`src/rtl/fpu_float_to_int_unit.sv`:
```
// Pipelined IEEE-754 single to signed int32 converter (round-to-nearest-even), fixed latency.
// Define FTI_FLAGS_EN to add the {invalid, overflow} result sideband on m_axis_result_tuser.
module fpu_float_to_int_unit #(
  parameter int unsigned LATENCY = 3  // legal 2..6
) (
  input  logic        clk,
  input  logic        reset,
  input  logic        s_axis_a_tvalid,
  input  logic [31:0] s_axis_a_tdata,
  output logic        m_axis_result_tvalid,
`ifdef FTI_FLAGS_EN
  output logic [1:0]  m_axis_result_tuser,
`endif
  output logic [31:0] m_axis_result_tdata
);

  localparam int NumOut = int'(LATENCY) - 1;

  // Stage 1: unpack, classify, align.
  logic               sign;
  logic [7:0]         exp_b;
  logic [22:0]        frac;
  logic [23:0]        mant;
  logic signed [8:0]  unb;
  logic               is_nan, is_min, is_ovf, is_tiny;
  logic [4:0]         shr_amt;
  logic [2:0]         shl_amt;
  logic [48:0]        shr;
  logic [31:0]        int_d;
  logic               guard_d, sticky_d;

  always_comb begin
    sign     = s_axis_a_tdata[31];
    exp_b    = s_axis_a_tdata[30:23];
    frac     = s_axis_a_tdata[22:0];
    mant     = (exp_b != 8'd0) ? {1'b1, frac} : 24'd0;
    unb      = $signed({1'b0, exp_b}) - 9'sd127;
    is_nan   = (exp_b == 8'hff) && (frac != 23'd0);
    // -2^31 is representable even though its exponent lands in the overflow class
    is_min   = sign && (exp_b == 8'd158) && (frac == 23'd0);
    is_ovf   = (unb >= 9'sd31) && !is_nan && !is_min;
    is_tiny  = (unb < -9'sd1);
    shr_amt  = 5'(9'sd23 - unb);
    shl_amt  = 3'(unb - 9'sd23);
    shr      = {mant, 25'd0} >> shr_amt;
    int_d    = 32'd0;
    guard_d  = 1'b0;
    sticky_d = 1'b0;
    if (!is_tiny && (unb <= 9'sd23)) begin
      int_d    = {8'd0, shr[48:25]};
      guard_d  = shr[24];
      sticky_d = |shr[23:0];
    end else if ((unb >= 9'sd24) && (unb <= 9'sd30)) begin
      int_d = {8'd0, mant} << shl_amt;
    end
  end

  logic        s1_valid_q, s1_sign_q, s1_guard_q, s1_sticky_q, s1_nan_q, s1_ovf_q, s1_min_q;
  logic [31:0] s1_int_q;

  always_ff @(posedge clk or negedge reset) begin
    if (!reset) begin
      s1_valid_q  <= 1'b0;
      s1_sign_q   <= 1'b0;
      s1_guard_q  <= 1'b0;
      s1_sticky_q <= 1'b0;
      s1_nan_q    <= 1'b0;
      s1_ovf_q    <= 1'b0;
      s1_min_q    <= 1'b0;
      s1_int_q    <= 32'd0;
    end else begin
      s1_valid_q <= s_axis_a_tvalid;
      if (s_axis_a_tvalid) begin
        s1_sign_q   <= sign;
        s1_guard_q  <= guard_d;
        s1_sticky_q <= sticky_d;
        s1_nan_q    <= is_nan;
        s1_ovf_q    <= is_ovf;
        s1_min_q    <= is_min;
        s1_int_q    <= int_d;
      end
    end
  end

  // Stage 2: round, apply sign, saturate.
  logic        round_up;
  logic [31:0] mag;
  logic [31:0] data_d;

  always_comb begin
    round_up = s1_guard_q & (s1_sticky_q | s1_int_q[0]);
    mag      = s1_int_q + {31'd0, round_up};
    if (s1_nan_q || s1_min_q) begin
      data_d = 32'h8000_0000;
    end else if (s1_ovf_q) begin
      data_d = s1_sign_q ? 32'h8000_0000 : 32'h7fff_ffff;
    end else if (!s1_sign_q && mag[31]) begin
      data_d = 32'h7fff_ffff;
    end else begin
      data_d = s1_sign_q ? (32'd0 - mag) : mag;
    end
  end

`ifdef FTI_FLAGS_EN
  logic [1:0] flags_d;
  always_comb begin
    flags_d = {s1_nan_q, s1_ovf_q | (!s1_nan_q && !s1_min_q && !s1_sign_q && mag[31])};
  end
`endif

  // Entry 0 is the stage-2 result register; later entries are pure delay.
  logic [NumOut-1:0] pipe_valid_q;
  logic [31:0]       pipe_data_q [NumOut];
`ifdef FTI_FLAGS_EN
  logic [1:0]        pipe_flags_q [NumOut];
`endif

  always_ff @(posedge clk or negedge reset) begin
    if (!reset) begin
      pipe_valid_q <= '0;
      for (int k = 0; k < NumOut; k++) begin
        pipe_data_q[k] <= 32'd0;
`ifdef FTI_FLAGS_EN
        pipe_flags_q[k] <= 2'd0;
`endif
      end
    end else begin
      pipe_valid_q[0] <= s1_valid_q;
      if (s1_valid_q) begin
        pipe_data_q[0] <= data_d;
`ifdef FTI_FLAGS_EN
        pipe_flags_q[0] <= flags_d;
`endif
      end
      for (int k = 1; k < NumOut; k++) begin
        pipe_valid_q[k] <= pipe_valid_q[k-1];
        if (pipe_valid_q[k-1]) begin
          pipe_data_q[k] <= pipe_data_q[k-1];
`ifdef FTI_FLAGS_EN
          pipe_flags_q[k] <= pipe_flags_q[k-1];
`endif
        end
      end
    end
  end

  assign m_axis_result_tvalid = pipe_valid_q[NumOut-1];
  assign m_axis_result_tdata  = pipe_data_q[NumOut-1];
`ifdef FTI_FLAGS_EN
  assign m_axis_result_tuser  = pipe_flags_q[NumOut-1];
`endif

endmodule
```
`config.mk`:
```
export PLATFORM = sky130hd
export DESIGN_NAME = fpu_float_to_int_unit
export DESIGN_NICKNAME = d
export VERILOG_FILES = /design/src/rtl/fpu_float_to_int_unit.sv
export SDC_FILE = /design/constraint.sdc
export NUM_CORES = 1
export LEC_CHECK = 0
export ABC_CLOCK_PERIOD_IN_PS = 9180
export BUFFER_PORTS_ARGS = -buffer_cell sky130_fd_sc_hd__clkbuf_2
export CAP_MARGIN = 40
export CORE_MARGIN = 4
export CORE_UTILIZATION = 63
export DETAILED_ROUTE_END_ITERATION = 16
export PLACE_DENSITY = 0.84
export SLEW_MARGIN = 30
export SYNTH_ARGS = -nofsm -noshare
export SYNTH_HDL_FRONTEND = slang
export SYNTH_SLANG_ARGS = --single-unit
export TNS_END_PERCENT = 5
```
`constraint.sdc`:
```
create_clock -name clk -period 9.18 [get_ports clk]
set_clock_uncertainty 0.15 [all_clocks]
set_input_delay 0.918 -clock clk [delete_from_list [all_inputs] [get_ports clk]]
set_output_delay 0.918 -clock clk [all_outputs]
set_load 0.02 [all_outputs]
```
### Word level (Yosys, flattened, before mapping)

Index checks and enable logic that the tools add are counted.

| operators by class | value |
|---|---|
| add/subtract/negate cells | 5 |
| $lt $le $gt $ge | 5 |
| equal/unequal tests | 2 |
| shift-type cells | 2 |
| multiplexer cells | 10 |
| bitwise gates (word level) | 2 |
| reductions and logical operators | 17 |

Operator list:

| cell | count |
|---|---|
| $mux 32 | 7 |
| $shr 49x5->49 | 1 |
| $add 32x1->32 | 1 |
| $shl 24x3->32 | 1 |
| $sub 1x32->32 const A | 1 |
| $mux 24 | 1 |
| $reduce_or 24->1 | 1 |
| $logic_not 23->1 | 1 |
| $reduce_bool 23->1 | 1 |
| $ge 9x6->1 const B | 2 |
| $le 9x6->1 const B | 2 |
| $eq 8x8->1 const B | 2 |
| $lt 9x1->1 const B | 1 |
| $sub 8x7->9 const B | 1 |
| $logic_and 1x1->1 | 8 |
| $reduce_bool 8->1 | 1 |
| $sub 5x5->5 const A | 1 |
| $logic_not 1->1 | 4 |
| $sub 3x1->3 const B | 1 |
| $mux 1 | 2 |
| $and 1x1->1 | 1 |
| $logic_or 1x1->1 | 1 |
| $or 1x1->1 | 1 |

| word-level totals | value |
|---|---|
| register bits | 105 |
| input port bits | 35 |
| output and inout bits | 33 |
| word-level logic and storage cells | 54 |

### Longest topological paths before layout

| logic depth | value |
|---|---|
| word-level depth | 8 |
| depth in mapped cells | 16 |
| mapped depth without buffers | 14 |

### Worst setup path after synthesis

No wires, ideal clock.

| path | value |
|---|---|
| path type | input to register |
| start | input s_axis_a_tdata[23] |
| end | register s1_sticky_q |
| setup time | 126 ps |
| data arrival time | 4794 ps |
| required time | 8904 ps |
| slack | 4110 ps |
| stages on the path | 14 |
| buffers on the path | 7 |
| cell sequence | inv_2 -> buf_2 -> clkbuf_1 -> buf_1 -> buf_1 -> ha_1 -> buf_1 -> clkbuf_1 -> buf_1 -> mux2i_1 -> o22ai_1 -> a2111oi_0 -> nand4b_1 -> a221o_1 |

| between the ends | value |
|---|---|
| longest elaborated chain between the ends | 5 |
| elaborated cells on any way between the ends | 11 |
| those cells by class | 2 x add/sub; 2 x order compare; 1 x shift; 2 x mux; 4 x reduce/logical |

Ends and longest elaborated chain:

| element | line | source |
|---|---|---|
| from (decl) | 9 | `input logic [31:0] s_axis_a_tdata,` |
| $sub 8x7->9 / $reduce_bool 8->1 (equally long branches) | 37, 36 |  |
| $sub 5x5->5 (tied with other cells) | 43 | `shr_amt = 5'(9'sd23 - unb);` |
| $shr 49x5->49 / $logic_not 1->1 (equally long branches) | 45, 49 |  |
| $reduce_or 24->1 / $logic_and 1x1->1 (equally long branches) | 52, 49 |  |
| $mux 1 * | 49 | `if (!is_tiny && (unb <= 9'sd23)) begin` |
| to (signal assigned) | 76 | `s1_sticky_q <= sticky_d;` |
| to (decl) | 58 | `logic s1_valid_q, s1_sign_q, s1_guard_q, s1_sticky_q, s1_nan_q, s1_ovf_q, s1_min_q;` |

Every way passes the cells marked *; elsewhere a longest branch is shown, timed or not.
A chain may end at the register's enable or synchronous reset.

### Worst setup path after layout

Same ends and word-level chain as after synthesis.

==> results.md <==
* Outcome: finished, final reports clean
* Syn Inst Count at approximately 1000
* Delay-heaviest family, CP: buffers and inverters
* Mean post-synth cell area at 8.82 µm²
* Die area at 16000 µm²
* CP endpoint kind: register
* Clock transition at path regs at 0.07 ns
* Starting Density at 64.0%
* CP Data Required Time at 9.25 ns
* 1st-iter DRT viols at 710
* Seq/Total Area, Yosys at 29.4%
* Clock Tree Root: clkbuf_16
* Yosys warning count at 0
* Drt total wl at 21300 µm
* Fin crit share at 49.8%
* CTS resizes at 0
* Syn nets at around 1000
* Largest net degree at the start of global routing at 71
* Area leader, netlist: dfrtp_1
* Fin crit period at between 4 and 5 ns
* Cts hold-fix bufs at 0
* HPWL after DPL at 15700 µm
* Post-synthesis register bit count at 104
* Final setup viols at 0
* Vias in the first global route at slightly above 7000
* CTS Sinks at roughly 100
* Core area at 13800 µm²
* Post-synthesis async set-or-reset flop share at 100%
* IR drop worst, VDD at 0.100 mV
* Gr usage total at 26.8%
* GR Util met3 at under 10%
* First-pass GRT wire length at between 30000 and 40000 µm
* Die H at 126 µm
* Top cell type's share of synthesized area at 29.4%
* Max Cap Viol at 0
* M2 GR Usage at between 40% and 50%
* N_diodes at 0
* GRT busiest layer: met2
* Count leader, synth: dfrtp_1
* Share of cells above drive strength 1 at 20.1%
* Post-layout util at 67.4%
* Post-Route Setup TNS at 0 ns
* Syn-to-layout area delta at 5.32%
* Slew Viols, Final at 0
* H-tree depth at 3
* Final number of hold-violating endpoints at 0
* Worst-Skew Late Latency at roughly 0.34 ns
* Maximum fanout along the worst path at 36
* Buffers on Ports at 67
* Site Rows at 43
* Vias per inst at between 6 and 7
* CP peak stage delay at around 0.84 ns
* Post-route ant nets at 0
* Max Freq at 219 MHz
* CTS tree: done
* Kind of start point of the critical path: input pin
* Top_reg_cell synth: dfrtp_1
* DR WL/cell at 18.1 µm
* Crit path kind: in -> reg
* Post-CTS Setup Bufs at 0
* Die Span X at 126 µm
* Power per cell area at 153 nW/µm²
* CTS buffer count at 9
* LEAKAGE at between 3 and 4 nW
* Crit path buf inv count at 3
* Vias at 7764
* Cell variety after synth at between 70 and 80
* Slew headroom at 44.0%
* M1 GR Usage at between 30% and 40%
* Post-synth top cells: dfrtp_1 (104), nor2_1 (88), nand2_1 (65)
* FILL cells at 1109
* CTS max path bufs at 2
* CP cell instances: clkbuf_2, inv_2, ha_2, buf_4, mux2_2, mux4_2, nand2_1, o22ai_1, nor4_1, nand4_1, a221o_1
* Worst hold path class: reg -> reg
* Cell area after synthesis at 8840 µm²
* Final net count at 1034
* Total gr overflow at 0
* Worst Path Arrival at 4.65 ns
* Slew at the pin with the worst max-slew slack at between 0.8 and 0.9 ns
* I/O pin cnt at 68
* Slowest cell on crit path: ha_2
* RSZ-0062 raised after global routing: false
* Post-synth EDFFs at 0
* Gpl congestion at 0.980
* Initial antenna violation count at 0
* DRT Pass-1 Iters at 5
* Drt drc at 0
* Synth area leaders: dfrtp_1 (29%), mux4_2 (7.6%), mux2_2 (5.7%)
[per-layer routing]
metal,wire (µm),up-vias
met5,0,-
met4,684,0
met3,1320,59
met2,10000,340
met1,9260,3672
li1,-,3693
[registers in the layout (all words and copies together), names as in the netlist]
| name | flops |
|---|---|
| m_axis_result_tdata | 32 |
| pipe_data_q | 32 |
| s1_int_q | 31 |
| pipe_valid_q | 2 |
| s1_guard_q | 1 |
| s1_min_q | 1 |
| s1_nan_q | 1 |
| s1_ovf_q | 1 |
| s1_sign_q | 1 |
| s1_sticky_q | 1 |
| s1_valid_q | 1 |
[cells by family after synthesis]
| kind of cell | count (synthesis) | synth area share, % |
|---|---|---|
| AND/OR/NAND/NOR | 327 | 19.0 |
| AO/OA/AOI/OAI | 252 | 18.7 |
| buffers and inverters | 135 | 7.45 |
| multiplexers | 123 | 18.8 |
| flip-flops | 104 | 29.4 |
| XOR/XNOR | 51 | 5.05 |
| adder cells (fa/ha/maj) | 11 | 1.56 |
[power breakdown]
group          switching [mW]  leakage, nW  internal (mW)
Combinational           0.285         2.45          0.206
Sequential             0.0535         1.27          0.528
Clock                   0.161        0.139          0.192
Total                   0.500         3.86          0.925
[metrics by stage]
stage               hold WS, ns  instances  cell area, µm²  power (mW)  setup slack [ns]
detailed placement        0.316       1156            9010        1.07              4.27
finish                    0.325       1173            9320        1.43              4.60
global placement          0.307       1153            8950        1.05              3.40
floorplan                 0.202       1003            8840       0.976              4.11
global route              0.345       1173            9320        1.51              4.39
CTS                       0.332       1172            9290        1.43              4.63
[worst register-to-register path: cells and delay by family (launching register included)]
family	cells	cell delay, ns
and+or+nand+nor	7	2.23
adders and majority gates	2	0.69
AOI/OAI and AO/OA	2	0.53
muxes	1	0.41
DFF	1	0.38
[cell type report]
cell class	count	area (µm²)	area share [%]
multi-input combinational	764	5590	60.0
timing repair buffer	85	526	5.64
inverter	24	90.1	0.967
sequential	104	2600	27.9
clock buffer	10	239	2.57
tap	180	225	2.42
clock inverter	6	40.0	0.430
[final timing paths]
check	start	to	slack (ns)	cells after the start
max in group asynchronous	reset	s1_int_q[4]$_DFFE_PN0P_	7.62	3
worst max register to register	s1_int_q[0]$_DFFE_PN0P_	pipe_data_q[59]$_DFFE_PN0P_	4.74	12
worst min register to register	pipe_data_q[37]$_DFFE_PN0P_	pipe_data_q[37]$_DFFE_PN0P_	0.32	1
min in group asynchronous	reset	m_axis_result_tdata[26]$_DFFE_PN0P_	0.37	1
worst max-delay path	s_axis_a_tdata[23]	s1_sticky_q$_DFFE_PN0P_	4.60	11
worst min-delay path	pipe_data_q[37]$_DFFE_PN0P_	pipe_data_q[37]$_DFFE_PN0P_	0.32	1
[placed cells by master, fill, tap and decap left out, types with 4 or more instances in the layout]
| cell | count |
|---|---|
| dfrtp_1 | 104 |
| nor2_1 | 88 |
| clkbuf_2 | 66 |
| nand2_1 | 65 |
| a21oi_1 | 62 |
| mux2i_1 | 48 |
| o21ai_0 | 47 |
| mux2_2 | 45 |
| nand3_1 | 36 |
| xnor2_1 | 35 |
| mux4_2 | 30 |
| nor3_1 | 25 |
| nand4_1 | 21 |
| inv_1 | 20 |
| a21o_1 | 19 |
| nor4_1 | 18 |
| o22ai_1 | 17 |
| xor2_1 | 15 |
| buf_4 | 15 |
| and3_1 | 14 |
| a31oi_1 | 13 |
| o31ai_1 | 13 |
| o21a_1 | 10 |
| ha_1 | 10 |
| a211oi_1 | 9 |
| and2_1 | 9 |
| clkbuf_16 | 9 |
| or3_1 | 8 |
| or2_2 | 7 |
| and4_1 | 6 |
| o31a_1 | 5 |
| o211ai_1 | 5 |
| o221ai_1 | 5 |
| o2bb2ai_1 | 5 |
| a32oi_1 | 4 |
| nand4b_1 | 4 |
| a211o_1 | 4 |
(Power assumes the default switching activity.)
